--- src/rtl/demux_1_8_collector.sv ---
// demux_1_8_collector: serial-to-parallel 1:8 collector.
// Each accepted bit lands in one of eight assembly slots, picked by an internal
// counter (auto mode) or by sel_ext (addressed mode). Once all eight slots are
// filled, the word moves to a single-entry output register with a valid/ready
// handshake.
//
// Ports:
//   clk        rising-edge clock
//   rst        synchronous active-high reset
//   din        serial data bit
//   din_valid  din (and sel_ext in addressed mode) valid this cycle
//   din_ready  collector accepts a bit this cycle (combinational)
//   addr_mode  0 = auto slot counter, 1 = slot from sel_ext
//   sel_ext    external slot address (addressed mode only)
//   sel_cur    current auto slot counter
//   q          assembled word, q[i] = bit written to slot i
//   q_valid    q holds an unconsumed word
//   q_ready    downstream takes q this cycle
module demux_1_8_collector (
  input  logic       clk,
  input  logic       rst,
  input  logic       din,
  input  logic       din_valid,
  output logic       din_ready,
  input  logic       addr_mode,
  input  logic [2:0] sel_ext,
  output logic [2:0] sel_cur,
  output logic [7:0] q,
  output logic       q_valid,
  input  logic       q_ready
);

  localparam int unsigned NSLOT = 8;
  localparam int unsigned SEL_W = 3;

  // Registered state
  logic [NSLOT-1:0] asm_r;
  logic [NSLOT-1:0] fill_r;
  logic [SEL_W-1:0] cnt_r;
  logic             mode_r;
  logic [NSLOT-1:0] q_r;
  logic             q_valid_r;

  // Next-state values
  logic [NSLOT-1:0] asm_d;
  logic [NSLOT-1:0] fill_d;
  logic [SEL_W-1:0] cnt_d;
  logic [NSLOT-1:0] q_d;
  logic             q_valid_d;

  // Per-cycle decode
  logic [SEL_W-1:0] slot;
  logic [NSLOT-1:0] slot_oh;
  logic [NSLOT-1:0] asm_merged;
  logic             mode_chg;
  logic             would_complete;
  logic             acc;
  logic             complete;

  // Slot selection, handshake and completion detection
  always_comb begin
    slot           = addr_mode ? sel_ext : cnt_r;
    slot_oh        = NSLOT'(1) << slot;
    mode_chg       = (addr_mode != mode_r);
    would_complete = ((fill_r | slot_oh) == {NSLOT{1'b1}});
    // Only the bit that would complete a word stalls on a held output;
    // a mode change swallows whatever is presented that cycle.
    din_ready      = ~mode_chg & ~(q_valid_r & ~q_ready & would_complete);
    acc            = din_valid & din_ready;
    complete       = acc & would_complete;
    asm_merged     = din ? (asm_r | slot_oh) : (asm_r & ~slot_oh);
  end

  // Next-state logic
  always_comb begin
    asm_d     = asm_r;
    fill_d    = fill_r;
    cnt_d     = cnt_r;
    q_d       = q_r;
    q_valid_d = q_valid_r;

    if (mode_chg) begin
      asm_d  = '0;
      fill_d = '0;
      cnt_d  = '0;
    end else if (complete) begin
      q_d    = asm_merged;
      asm_d  = '0;
      fill_d = '0;
      cnt_d  = '0;
    end else if (acc) begin
      // Overwrites of an already-filled slot leave fill unchanged.
      asm_d  = asm_merged;
      fill_d = fill_r | slot_oh;
      if (!addr_mode) begin
        cnt_d = cnt_r + SEL_W'(1);
      end
    end

    // A completing bit in the same cycle as a consume reloads without a bubble.
    if (complete) begin
      q_valid_d = 1'b1;
    end else if (q_ready) begin
      q_valid_d = 1'b0;
    end
  end

  // State registers
  always_ff @(posedge clk) begin
    if (rst) begin
      asm_r     <= '0;
      fill_r    <= '0;
      cnt_r     <= '0;
      mode_r    <= 1'b0;
      q_r       <= '0;
      q_valid_r <= 1'b0;
    end else begin
      asm_r     <= asm_d;
      fill_r    <= fill_d;
      cnt_r     <= cnt_d;
      mode_r    <= addr_mode;
      q_r       <= q_d;
      q_valid_r <= q_valid_d;
    end
  end

  assign sel_cur = cnt_r;
  assign q       = q_r;
  assign q_valid = q_valid_r;

endmodule

--- config.mk ---
export PLATFORM = sky130hd
export DESIGN_NAME = demux_1_8_collector
export DESIGN_NICKNAME = d
export VERILOG_FILES = /design/src/rtl/demux_1_8_collector.sv
export SDC_FILE = /design/constraint.sdc
export NUM_CORES = 1
export LEC_CHECK = 0
export ABC_CLOCK_PERIOD_IN_PS = 2000
export BUFFER_PORTS_ARGS = -buffer_cell sky130_fd_sc_hd__buf_2
export CORE_MARGIN = 4
export CORE_UTILIZATION = 45
export DETAILED_ROUTE_END_ITERATION = 10
export GPL_ROUTABILITY_DRIVEN = 0
export MAX_ROUTING_LAYER = met4
export PLACE_DENSITY = 0.79
export RECOVER_POWER = 100
export SYNTH_ARGS = -nofsm -noshare
export SYNTH_HDL_FRONTEND = slang
export SYNTH_SLANG_ARGS = --single-unit
--- constraint.sdc ---
create_clock -name clk -period 2 [get_ports clk]
set_input_delay 0.2 -clock clk [delete_from_list [all_inputs] [get_ports clk]]
set_output_delay 0.2 -clock clk [all_outputs]
set_load 0.03 [all_outputs]
==> impl_metrics.json <==
{
  "syn2layout_area_growth_pct": 27.5,
  "fillers": 303,
  "drt_iter0_markers": 77,
  "crit_type": "reg2out",
  "cts.root.buffer_cell": "clkbuf_4",
  "vias_per_cell": 5.47,
  "outcome": "complete, but fails checks",
  "worstMarginPinSlew_ns": 0.355,
  "diodes": 0,
  "fin_crit_ns": 2.21,
  "ys_ff_latch": 29,
  "grt_overflow": 0,
  "p_leak_nw": 0.843,
  "rows": 21,
  "syn_inst": 166,
  "synth_edf_count": 0,
  "hold_viol": 0,
  "synth_nets": 176,
  "htree_levels": 2,
  "maxSlewViolCount": 0,
  "hp-class": "in2reg",
  "drc": 0,
  "fmax_mhz": 452,
  "end_kind": "primary output",
  "fp.dieArea_um2": 4630,
  "ioPinCount": 22,
  "dpl_worst_slack_ns": -0.0755,
  "r2r-end": "asm_r[1]$_SDFFE_PP0N_",
  "vias": 1439,
  "cts_tree": "done",
  "drive_above_1_share_pct": 39.2,
  "port_buffers": 21,
  "holdBufCountCts": 0,
  "pwr-share-clk_pct": 31.9,
  "stdcell_count": 263,
  "insertion_delay_ns": 0.33,
  "setup_ws_ns": -0.213,
  "regArea_um2": 592,
  "hold-worst-slack_ns": 0.154,
  "dp.cells": 250,
  "setup_viol": 28,
  "power_switching_mw": 0.292,
  "ys_types": 50,
  "p_per_area_nw_per_um2": 517,
  "r2r_start": "sel_cur[1]$_SDFFE_PP0P_",
  "drv_cap": 0,
  "ff2ff_path_depth": 7,
  "layout_commonest_cell": "buf_4",
  "initial_core_util_pct": 47.5,
  "switching_share_pct": 27.3,
  "cp_max_fo": 6,
  "die_width_um": 68.1,
  "die_y_um": 68.1,
  "maxSlewHeadroom_pct": 76.0,
  "path_clk_slew_ns": 0.10,
  "wire_per_inst_um": 14.8,
  "fin_nets": 226,
  "rsz0062_at_grt": "yes",
  "cp.required_ns": 1.80,
  "yosysWarnings": 0,
  "numCtsBuffers": 5,
  "cp-endpoint": "din_ready",
  "synthFlopType": "dfxtp_1",
  "core_area_um2": 3420,
  "synth_area_um2": 1620,
  "comb_power_share_pct": 13.5,
  "routed_wl_mm": 3.90,
  "grt_max_degree": 12,
  "regToRegSetupSlack_ns": -0.15,
  "clkSinkCount": 29,
  "period_share_pct": 111,
  "dp_hpwl_mm": 2.73,
  "multi_input_area_um2": 992,
  "first_pass_iters": 4,
  "peakVddDrop_uv": 465,
  "ant_nets": 0,
  "fin_skew_ns": 0.0161,
  "p_int_mw": 0.777,
  "worstPathArrival_ns": 2.01,
  "grtUsageTotal_pct": 19.1,
  "p_seq_share_pct": 54.6,
  "syn_avg_cell_area_um2": 9.78,
  "antenna_found_initial": 0,
  "grt_pass1_vias": 1334,
  "crit_start": "sel_cur[1]$_SDFFE_PP0P_",
  "most-common-layout-cells": "buf_4, dfxtp_1, mux2i_1",
  "synth_seq_area_share_pct": 35.8,
  "synthArstFlopShare_pct": 0,
  "start_kind": "flop",
  "failed_checks": "negative setup slack",
  "clock_tree.buffer_depth": 2,
  "grt_pass1_wl_mm": 6.31
}
-- per-layer routing --
metal / global-route usage [%] / routed length [um]
met5: - / 0
met4: 9.93 / 114
met3: 5.42 / 245
met2: 28.2 / 1850
met1: 23.8 / 1700
-- synthesized netlist by cell type (3+ instances only) --
cell type,count,area (um^2)
mux2i_1,16,160
nand3_1,12,60.1
mux2_2,9,101
buf_6,4,45.0
dfxtp_1,29,581
nand4b_1,3,26.3
o31ai_1,4,30.0
nor3b_2,4,50.1
a21oi_1,6,30.0
nor2_1,14,52.6
nand2_1,6,22.5
nand4_1,3,18.8
o21a_1,6,45.0
inv_1,6,22.5
-- how the worst min path moves through the flow --
| stage | startpoint | end | slack, ns | cells after the start |
|---|---|---|---|---|
| 6_report | rst | q_valid$_SDFFE_PP0P_ | 0.15 | 2 |
| 2_1_floorplan | din_valid | sel_cur[1]$_SDFFE_PP0P_ | 0.35 | 2 |
| 5_1_grt | rst | q_valid$_SDFFE_PP0P_ | 0.15 | 2 |
| 3_5_place_dp | asm_r[5]$_SDFFE_PP0N_ | asm_r[5]$_SDFFE_PP0N_ | 0.46 | 2 |
| 3_3_place_gp | fill_r[5]$_SDFFE_PP0N_ | fill_r[5]$_SDFFE_PP0N_ | 0.45 | 1 |
| 4_1_cts | rst | q_valid$_SDFFE_PP0P_ | 0.14 | 2 |
-- timing repair --
action,CTS,global route
buffers inserted,2,3
pin swaps,4,8
resized for setup,12,6
setup endpoints to repair,23,29
-- worst max-delay path, cell delays in order, from the launching register on --
cell and delay, ns:
dfxtp_4 0.38, or4b_4 0.53, a21oi_2 0.15, o221a_2 0.22, and3_4 0.22, nor2_4 0.04
buf_6 0.14
-- state kept, by name, indices dropped and copies added (netlist names) --
signal   count
asm_r        8
q            8
fill_r       8
q_valid      1
sel_cur      3
mode_r       1
-- power groups by stage --
stage               clock [mW]  sequential [mW]  combinational [mW]
global placement             0            0.596               0.129
detailed placement           0            0.596               0.130
global route             0.376            0.584               0.156
CTS                      0.352            0.583               0.137
finish                   0.341            0.583               0.145
floorplan                    0            0.596              0.0778
-- stage by stage --
stage | power (mW) | instance area (um^2) | setup TNS [ns] | util, %
after floorplan | 0.674 | 1650 | -0.268 | -
after global placement | 0.725 | 1920 | -0.0604 | 56.2
after detailed placement | 0.726 | 1920 | -0.943 | 56.2
after CTS | 1.07 | 2030 | -0.216 | 59.4
after global routing | 1.12 | 2070 | -4.87 | 60.6
final | 1.07 | 2070 | -1.67 | 60.6
-- cells by family (layout without fill, tap and decap cells) --
kind of cell / count (synthesis) / in the layout / share of synthesized area [%]
multiplexers: 25 / 25 / 16.1
flip-flops: 29 / 29 / 35.8
adder cells (fa/ha/maj): 1 / 1 / 0.771
XOR/XNOR: 2 / 2 / 1.08
AO/OA/AOI/OAI: 29 / 29 / 13.6
buffers and inverters: 17 / 68 / 7.02
AND/OR/NAND/NOR: 63 / 63 / 25.6
-- cell type report --
type / count / area share (%)
inverter: 6 / 1.09
multi-input combinational: 120 / 47.9
sequential: 29 / 28.6
clock inverter: 2 / 0.484
tap: 46 / 2.78
timing repair buffer: 54 / 17.1
clock buffer: 6 / 2.00
Power figures use the tool's default switching activity.
